<file path="config.mk">
export PLATFORM = sky130hd
export DESIGN_NAME = idma_mchan_id_tracker
export DESIGN_NICKNAME = d
export VERILOG_FILES = /design/src/rtl/idma_mchan_id_tracker.sv
export SDC_FILE = /design/constraint.sdc
export NUM_CORES = 1
export LEC_CHECK = 0
export CAP_MARGIN = 25
export CORE_MARGIN = 4
export CORE_UTILIZATION = 49
export CTS_BUF_LIST = sky130_fd_sc_hd__clkbuf_4
export DETAILED_ROUTE_END_ITERATION = 12
export GPL_TIMING_DRIVEN = 0
export MAX_ROUTING_LAYER = met4
export PLACE_DENSITY = 0.88
export SLEW_MARGIN = 20
export SYNTH_ARGS = -nofsm -noshare
export SYNTH_HDL_FRONTEND = slang
export SYNTH_SLANG_ARGS = --single-unit
</file>
<file path="constraint.sdc">
create_clock -name clk_i -period 2.65 [get_ports clk_i]
set_clock_uncertainty 0.05 [all_clocks]
set_input_delay 0.53 -clock clk_i [delete_from_list [all_inputs] [get_ports clk_i]]
set_output_delay 0.53 -clock clk_i [all_outputs]
set_load 0.05 [all_outputs]
</file>
<file path="src/rtl/idma_mchan_id_tracker.sv">
// Multi-channel iDMA frontend: round-robin arbitration onto one backend port with per-channel
// transfer ID tracking. Define IDMA_MCHAN_IRQ_EN to add the per-channel completion pulse ch_irq_o.
module idma_mchan_id_tracker #(
    parameter int unsigned NumChan    = 2,
    parameter int unsigned IdWidth    = 16,
    parameter int unsigned OutstDepth = 8,
    parameter type         req_t      = logic
) (
    input  logic                             clk_i,
    input  logic                             rst_i,
    input  req_t                             ch_req_i [NumChan],
    input  logic [NumChan-1:0]               ch_valid_i,
    output logic [NumChan-1:0]               ch_ready_o,
    output logic [NumChan-1:0][IdWidth-1:0]  ch_next_id_o,
    output logic [NumChan-1:0][IdWidth-1:0]  ch_done_id_o,
    output req_t                             be_req_o,
    output logic                             be_valid_o,
    input  logic                             be_ready_i,
    input  logic                             be_rsp_valid_i,
    output logic                             be_rsp_ready_o,
    output logic                             busy_o
`ifdef IDMA_MCHAN_IRQ_EN
    ,
    output logic [NumChan-1:0]               ch_irq_o
`endif
);
    localparam int unsigned ChW  = (NumChan > 1) ? $clog2(NumChan) : 1;
    localparam int unsigned PtrW = $clog2(OutstDepth);
    localparam int unsigned CntW = PtrW + 1;

    logic [ChW-1:0]                    prio_q, prio_d;
    logic                              lock_q;
    logic [ChW-1:0]                    lock_ch_q;
    logic [PtrW-1:0]                   wr_ptr_q, rd_ptr_q;
    logic [CntW-1:0]                   count_q, count_d;
    logic [ChW-1:0]                    fifo_q [OutstDepth];
    logic [NumChan-1:0][IdWidth-1:0]   next_id_q, next_id_d;
    logic [NumChan-1:0][IdWidth-1:0]   done_id_q, done_id_d;

    logic [ChW:0]   cand;
    logic [ChW-1:0] rr_ch, gnt_ch, head_ch;
    logic           rr_found, full, issue, retire;

    // Round-robin search starting at the priority pointer.
    always_comb begin
        rr_ch    = '0;
        rr_found = 1'b0;
        cand     = '0;
        for (int unsigned i = 0; i < NumChan; i++) begin
            cand = {1'b0, prio_q} + (ChW+1)'(i);
            if (cand >= (ChW+1)'(NumChan)) cand = cand - (ChW+1)'(NumChan);
            if (!rr_found && ch_valid_i[cand[ChW-1:0]]) begin
                rr_found = 1'b1;
                rr_ch    = cand[ChW-1:0];
            end
        end
    end

    // A stalled offer keeps its channel: no re-arbitration until the backend accepts.
    assign gnt_ch         = lock_q ? lock_ch_q : rr_ch;
    assign full           = (count_q == CntW'(OutstDepth));
    assign be_valid_o     = !rst_i && !full && ch_valid_i[gnt_ch];
    assign be_req_o       = ch_req_i[gnt_ch];
    assign be_rsp_ready_o = !rst_i && (count_q != '0);
    assign issue          = be_valid_o && be_ready_i;
    assign retire         = be_rsp_valid_i && be_rsp_ready_o;
    assign head_ch        = fifo_q[rd_ptr_q];
    assign busy_o         = (count_q != '0) || (|ch_valid_i);
    assign ch_next_id_o   = next_id_q;
    assign ch_done_id_o   = done_id_q;

    always_comb begin
        ch_ready_o = '0;
        if (be_valid_o) ch_ready_o[gnt_ch] = be_ready_i;
    end

    always_comb begin
        next_id_d = next_id_q;
        done_id_d = done_id_q;
        count_d   = count_q + CntW'(issue) - CntW'(retire);
        prio_d    = prio_q;
        if (issue) prio_d = (gnt_ch == ChW'(NumChan - 1)) ? '0 : gnt_ch + ChW'(1);
        for (int c = 0; c < NumChan; c++) begin
            if (issue && gnt_ch == ChW'(c))   next_id_d[c] = next_id_q[c] + IdWidth'(1);
            if (retire && head_ch == ChW'(c)) done_id_d[c] = done_id_q[c] + IdWidth'(1);
        end
    end

    always_ff @(posedge clk_i) begin
        if (rst_i) begin
            prio_q    <= '0;
            lock_q    <= 1'b0;
            lock_ch_q <= '0;
            wr_ptr_q  <= '0;
            rd_ptr_q  <= '0;
            count_q   <= '0;
            for (int c = 0; c < NumChan; c++) begin
                next_id_q[c] <= IdWidth'(1);
                done_id_q[c] <= '0;
            end
        end else begin
            prio_q    <= prio_d;
            lock_q    <= be_valid_o && !be_ready_i;
            lock_ch_q <= gnt_ch;
            count_q   <= count_d;
            next_id_q <= next_id_d;
            done_id_q <= done_id_d;
            if (issue)  wr_ptr_q <= wr_ptr_q + PtrW'(1);
            if (retire) rd_ptr_q <= rd_ptr_q + PtrW'(1);
        end
    end

    // Order storage needs no reset; occupancy is tracked by the pointers and count.
    always_ff @(posedge clk_i) begin
        if (issue) fifo_q[wr_ptr_q] <= gnt_ch;
    end

`ifdef IDMA_MCHAN_IRQ_EN
    logic [NumChan-1:0] irq_q;

    always_ff @(posedge clk_i) begin
        if (rst_i) begin
            irq_q <= '0;
        end else begin
            irq_q <= '0;
            if (retire) irq_q[head_ch] <= 1'b1;
        end
    end

    assign ch_irq_o = irq_q;
`endif

endmodule

</file>
==> metrics, run 1 <==
synthesized cell area about 4300 um2; max_slew headroom 54.2%; router iterations before antenna repair 5; routability congestion estimate from global placement just under 0.9; leading area contributor after synthesis dfxtp_1; first-iteration detailed-routing DRC count between 200 and 300; via/cell ratio about 5.6; Warnings, synthesis 0; Crit Path Max Fanout 5; cts hold-fix bufs 0; final wirelength 10500 um; largest net degree at the start of global routing 17; minimum clock period around 2.6 ns; most frequent cell after synthesis dfxtp_1; area grow syn2layout 28.7%; Fin Hold WS approximately 0.45 ns; critical path launch point type primary input; Max Transition Viols Final 0; Synth top area share between 30% and 40%; die height about 100 um; dpl ws -1.26 ns; Leak Pwr about 1.8 nW; total global routing overflow 0; Clock Sinks 88; final worst slack 0.0747 ns; syn_nets 484; Min-Delay Path Depth 2; vias around 3800; GRT Util Overall a little over a fifth; Hold Violations, Final 0; FFs w/ async S/R, synth 0%; die area between 10000 and 15000 um2; period utilization between 90% and 100%; Post-synth EDFFs 8; Synth Register Bits a little under 90; worst path required time between 2 and 2.5 ns; Reg2Reg Depth 13; # setup viols final 0; critical path data arrival time roughly 2 ns; HP Class reg -> reg; maximum clock rate 0.388 GHz; vias in the first global route approximately 3800; synth top area cells dfxtp_1 37%, xnor2_1 6.3%, edfxtp_1 5.6%, nor2_1 5.3%, ha_1 3.5%; Yosys cell types 50; share of layout cells above drive strength 1 14.5%; # diodes 0; Most used DFF post-synth dfxtp_1; most frequent cells after synthesis 80 x dfxtp_1, 60 x nor2_1, 32 x nand2_1; first-pass GRT wire length between 15000 and 20000 um; Slew @ Worst Pin ~0.7 ns; die width slightly above 100 um; Residual DRC 0; Final ANT Viol Nets 0; maxcap violations 0; clock transition at the registers of the reported paths 0.12 ns; critical path class in -> out; Pwr per Cell Area about 540 nW/um2; fill count 630; Rows 33; H-tree depth 3; CTS tree built; total CTS buffers 9; Ports 78; sequential element share of the synthesized area between 40 and 50%; worst skew pair latency around 0.42 ns; initial antenna violation count 0; Worst setup EP type output pin; syn avg cell area a little over 9 um2; Syn Inst Count between 400 and 500; Starting Density about half; Core Area 8340 um2; run status completed; WL per Instance 15.7 um; Peak VDD IR between 0.3 and 0.4 mV; post-DP HPWL 7430 um; Post-layout nets slightly below 600; root buf cell clkbuf_4; Longest Clk Path Bufs 2; I/O Buffers 77
timing repair:
| action | in CTS | in global routing |
|---|---|---|
| endpoints found under the setup margin | 9 | 6 |
| buffers inserted | 10 | 3 |
| pin swaps | 4 | 4 |
| gates resized for setup | 60 | 12 |
metal layers:
| layer | track usage, % | share of wire, % | wire length (um) |
|---|---|---|---|
| met4 | 6.54 | 1.1 | 114 |
| met1 | 27.4 | 43 | 4540 |
| met2 | 34.1 | 50 | 5290 |
| met3 | 5.17 | 5.4 | 571 |
| met5 | - | 0 | 0 |
metrics by stage:
stage | TNS (ns) | power [W] | cells | utilization, % | cell area [um2]
2_1_floorplan | -0.0181 | 0.00197 | 463 | - | 4300
3_3_place_gp | -13.31 | 0.00214 | 645 | 62.4 | 5200
3_5_place_dp | -17.01 | 0.00218 | 645 | 62.4 | 5200
4_1_cts | 0 | 0.00294 | 669 | 65.3 | 5450
5_1_grt | -0.0193 | 0.00312 | 672 | 66.0 | 5500
6_report | 0 | 0.00298 | 672 | 66.0 | 5500
power breakdown:
group          switching [W]  leakage [nW]  internal, W
registers          0.0000692         0.720      0.00140
clock network       0.000425        0.0703     0.000286
logic               0.000484          1.04     0.000314
total               0.000978          1.83      0.00200
area by class of cell:
cell class              instances  area, um2  share of cell area [%]
flip-flops and latches         88       1840                    33.5
clock inverters                 6       50.0                   0.909
clock buffers                  10       75.1                    1.36
inverters                      13       50.0                   0.909
well taps                     105        131                    2.39
repair buffers                 90        868                    15.8
multi-input cells             344       2380                    43.2
plain buffers                  16        106                    1.93
worst max-delay path, cell delays in order:
cell and delay, ns:
dlygate4sd2_1 0.26, or2b_1 0.27, o21ai_4 0.21, nor2_1 0.08, nor4_2 0.37, buf_4 0.27
registers in the layout, summed over array words and instances (netlist names), named ones only:
name	cells
ch_done_id_o	32
ch_next_id_o	32
fifo_q	8
count_q	4
rd_ptr_q	3
wr_ptr_q	3
lock_ch_q	1
lock_q	1
prio_q	1
cells by family after synthesis:
family          share of synthesized area (%)
simple gates                             27.4
buf+inv                                  3.28
xor+xnor                                 9.42
flops                                    43.1
mux                                      3.34
fa+ha+maj                                3.98
compound gates                           9.48
cell usage in the layout, fill, tap and decap left out, types with 4 or more instances in the layout:
cell             count
and3_1               5
a21oi_1             17
nor4_2               6
edfxtp_1             8
nand4_1             16
and4_1               5
clkdlybuf4s50_1     68
clkbuf_4            12
o21ai_0              7
nor4_1               8
nor2_1              59
or3_1                8
clkinv_1             4
buf_4               16
inv_1                9
and2_1               4
or4_1                8
clkbuf_1             6
buf_2                6
nand3_1             26
nor3_1              10
xnor2_1             31
ha_1                 9
mux2i_1             12
nor2b_1              7
a2111oi_2            8
xor2_1              15
o31ai_1              7
dfxtp_1             79
nand2b_1            10
nand2_1             31
worst paths after layout:
check	from	endpoint	slack, ns
min reg2reg	ch_next_id_o[31]$_SDFFE_PP0P_	ch_next_id_o[31]$_SDFFE_PP0P_	0.45
min	ch_next_id_o[31]$_SDFFE_PP0P_	ch_next_id_o[31]$_SDFFE_PP0P_	0.45
max	ch_valid_i[1]	be_valid_o	0.07
max reg2reg	count_q[2]$_SDFF_PP0_	count_q[2]$_SDFF_PP0_	0.13
No activity file was read; power rests on OpenSTA's default activity.
==> inputs of run 2 (changes only) <==
clock period = 2.1 ns   (was 2.65 ns; I/O delays follow)
==> run 2 against run 1 <==
The run now ends with setup timing left. Register-to-register slack worse by 0.50 ns. Utilization grew 6.9 points. Combinational power is 58% higher. Wire length is 20% higher. Non-clock buffer count up 16. Setup slack got worse by 0.45 ns. Via count increased by 8.6%. Cell count increased by 2.4%. Die area unchanged. Clock power up 76%. First-iteration DRC count rose by 17%. Critical path type is now reg -> out.
==> metrics, run 2 (synthesis gave the netlist of run 1 again) <==
total CTS buffers 9 (unchanged); Rows 33 (unchanged); routability congestion estimate from global placement 0.838 (-5.1%); Residual DRC 0 (unchanged); critical path launch point type flop; Max Transition Viols Final 0 (unchanged); # diodes 0 (unchanged); WL met2 6530 um (+23%); Starting Density 51.3% (unchanged); worst skew pair latency 0.45 ns (+0.03 ns); FF-to-FF Start count_q[2]$_SDFF_PP0_; HP Class reg -> reg; total global routing overflow 0 (unchanged); maximum clock rate about 0.4 GHz; Final ANT Viol Nets 0 (unchanged); Reg2Reg Depth 12 (-1); dpl ws -1.70 ns (-0.443 ns); minimum clock period roughly 2.5 ns; max_slew headroom 58.8% (+4.5 points); final wirelength 12700 um (+20%); Met1 Wirelength 5160 um (+13%); period utilization 118%; die area 10300 um2 (unchanged); Crit Path Max Fanout 3 (-2); area grow syn2layout 42.2%; highest metal used met4; first-iteration detailed-routing DRC count 294 (+17%); vias in the first global route 3834 (+2.0%); WL per Instance 18.4 um (+18%); post-DP HPWL 7450 um (+0.34%); most frequent cells in the layout 73 x dfxtp_1, 66 x dlygate4sd2_1, 58 x nor2_1; Pwr per Cell Area 720 nW/um2 (+33%); worst path required time 1.63 ns (-0.44 ns); FF-to-FF setup slack -0.37 ns (-0.50 ns); area of the multi-input gates 2760 um2 (+16%); Worst setup EP type output pin; root buf cell clkbuf_4; clock transition at the registers of the reported paths 0.14 ns (+0.02 ns); # setup viols final 26 (+26); setup TNS -4.99 ns (-4.99 ns); final instance area 6080 um2 (+11%); critical path data arrival time 2.01 ns (about the same); GRT Util Overall 23.0% (+1.4 points); largest net degree at the start of global routing 17 (unchanged); hold_sp ch_done_id_o[27]$_SDFFE_PP0P_; CTS tree built; Clock Sinks 88 (unchanged); Slew @ Worst Pin 0.618 ns (-0.0619 ns); share of layout cells above drive strength 1 23.8% (+9.4 points); failing checks setup timing; fill count 560 (-11%); Post-layout nets 599 (+2.7%); I/O Buffers 77 (unchanged); Peak VDD IR 0.500 mV (+30%); first-pass GRT wire length 18500 um (+5.7%); commonest non-fill, non-tap cell in the layout dfxtp_1; maxcap violations 0 (unchanged); run status finished with violations; via/cell ratio 5.94 (+6.1%); reg2reg end count_q[1]$_SDFF_PP0_; die width 101 um (unchanged); critical path class reg -> out; router iterations before antenna repair 6 (+1); Ports 78 (unchanged); Final Core Density 72.9% (+6.9 points); Core Area 8340 um2 (unchanged); die height 101 um (unchanged); cts hold-fix bufs 0 (unchanged); met3 WL post-DR 615 um (+7.7%); hold-critical path endpoint ch_done_id_o[27]$_SDFFE_PP0P_; register area 1850 um2 (+0.41%); RSZ-0062 raised after global routing yes; placed cell areas 5280 um2 (+1.4%); Min-Delay Path Depth 2 (unchanged); final worst slack -0.378 ns (-0.452 ns); initial antenna violation count 0 (unchanged); Leak Pwr 2.45 nW (+33%); Longest Clk Path Bufs 2 (unchanged); vias 4087 (+8.6%); Hold Violations, Final 0 (unchanged); H-tree depth 3 (unchanged)
==> run 2: cell count changes in the layout (fill, tap and decap cells not counted), moves of 5 or more <==
| cell | before | now |
|---|---|---|
| dlygate4sd2_1 | 2 | 66 |
| a2111oi_2 | 8 | 3 |
| nor4_1 | 8 | 1 |
| a2111oi_4 | 0 | 5 |
| buf_2 | 6 | 0 |
| nor4_2 | 6 | 0 |
| clkdlybuf4s50_1 | 68 | 4 |
| nor4_4 | 0 | 13 |
| dfxtp_2 | 1 | 7 |
| nor3_1 | 10 | 4 |
| dfxtp_1 | 79 | 73 |
| buf_4 | 16 | 29 |
==> run 2: power breakdown <==
part | internal (W) | leakage (nW) | switching (W)
registers | 0.00177 | 0.722 | 0.0000954
logic | 0.000514 | 1.63 | 0.000745
clock network | 0.000624 | 0.0948 | 0.000631
total | 0.00291 | 2.45 | 0.00147
==> run 2: worst max-delay path, stage by stage (launching register included) <==
cell and delay, ns:
dfxtp_2 0.35, inv_2 0.08, ha_2 0.21, or3b_4 0.43, or3_4 0.34, buf_6 0.16
==> run 2: worst max-delay path by stage <==
stage,from,endpoint,slack [ns],depth (start not counted)
after detailed placement,rst_i,be_rsp_ready_o,-1.70,6
after global placement,rst_i,be_rsp_ready_o,-1.74,6
after floorplan,count_q[2]$_SDFF_PP0_,count_q[1]$_SDFF_PP0_,-0.39,12
after CTS,count_q[2]$_SDFF_PP0_,ch_ready_o[0],-0.32,6
after global routing,count_q[2]$_SDFF_PP0_,count_q[1]$_SDFF_PP0_,-0.46,12
final,count_q[2]$_SDFF_PP0_,busy_o,-0.38,5
==> run 2: what timing repair did <==
item / in CTS / in global routing
cloned: 0 / 1
endpoints found under the hold margin: 0 / 0
resized for setup: 157 / 52
pin swaps: 23 / 20
setup endpoints to repair: 145 / 56
buffers inserted: 17 / 13
==> run 2: cell type report <==
| class | count | share of cell area, % |
|---|---|---|
| Multi-Input combinational cell | 344 | 45.3 |
| Sequential cell | 88 | 30.4 |
| Inverter | 13 | 0.967 |
| Tap cell | 105 | 2.16 |
| Buffer | 16 | 2.14 |
| Clock inverter | 6 | 1.91 |
| Clock buffer | 10 | 1.23 |
| Timing Repair Buffer | 106 | 15.8 |
==> run 2: layer usage <==
metal	track usage, %	vias to the layer above
met5	-	-
met4	7.98	0
met3	4.06	41
met2	38.5	195
met1	27.7	1967
li1	-	1884
==> run 2: through the flow <==
stage | instances | total power [W] | hold slack, ns
floorplan | 463 | 0.00256 | 0.397
global placement | 645 | 0.00277 | 0.420
detailed placement | 645 | 0.00281 | 0.425
CTS | 677 | 0.00417 | 0.442
global route | 688 | 0.00453 | 0.486
finish | 688 | 0.00438 | 0.456
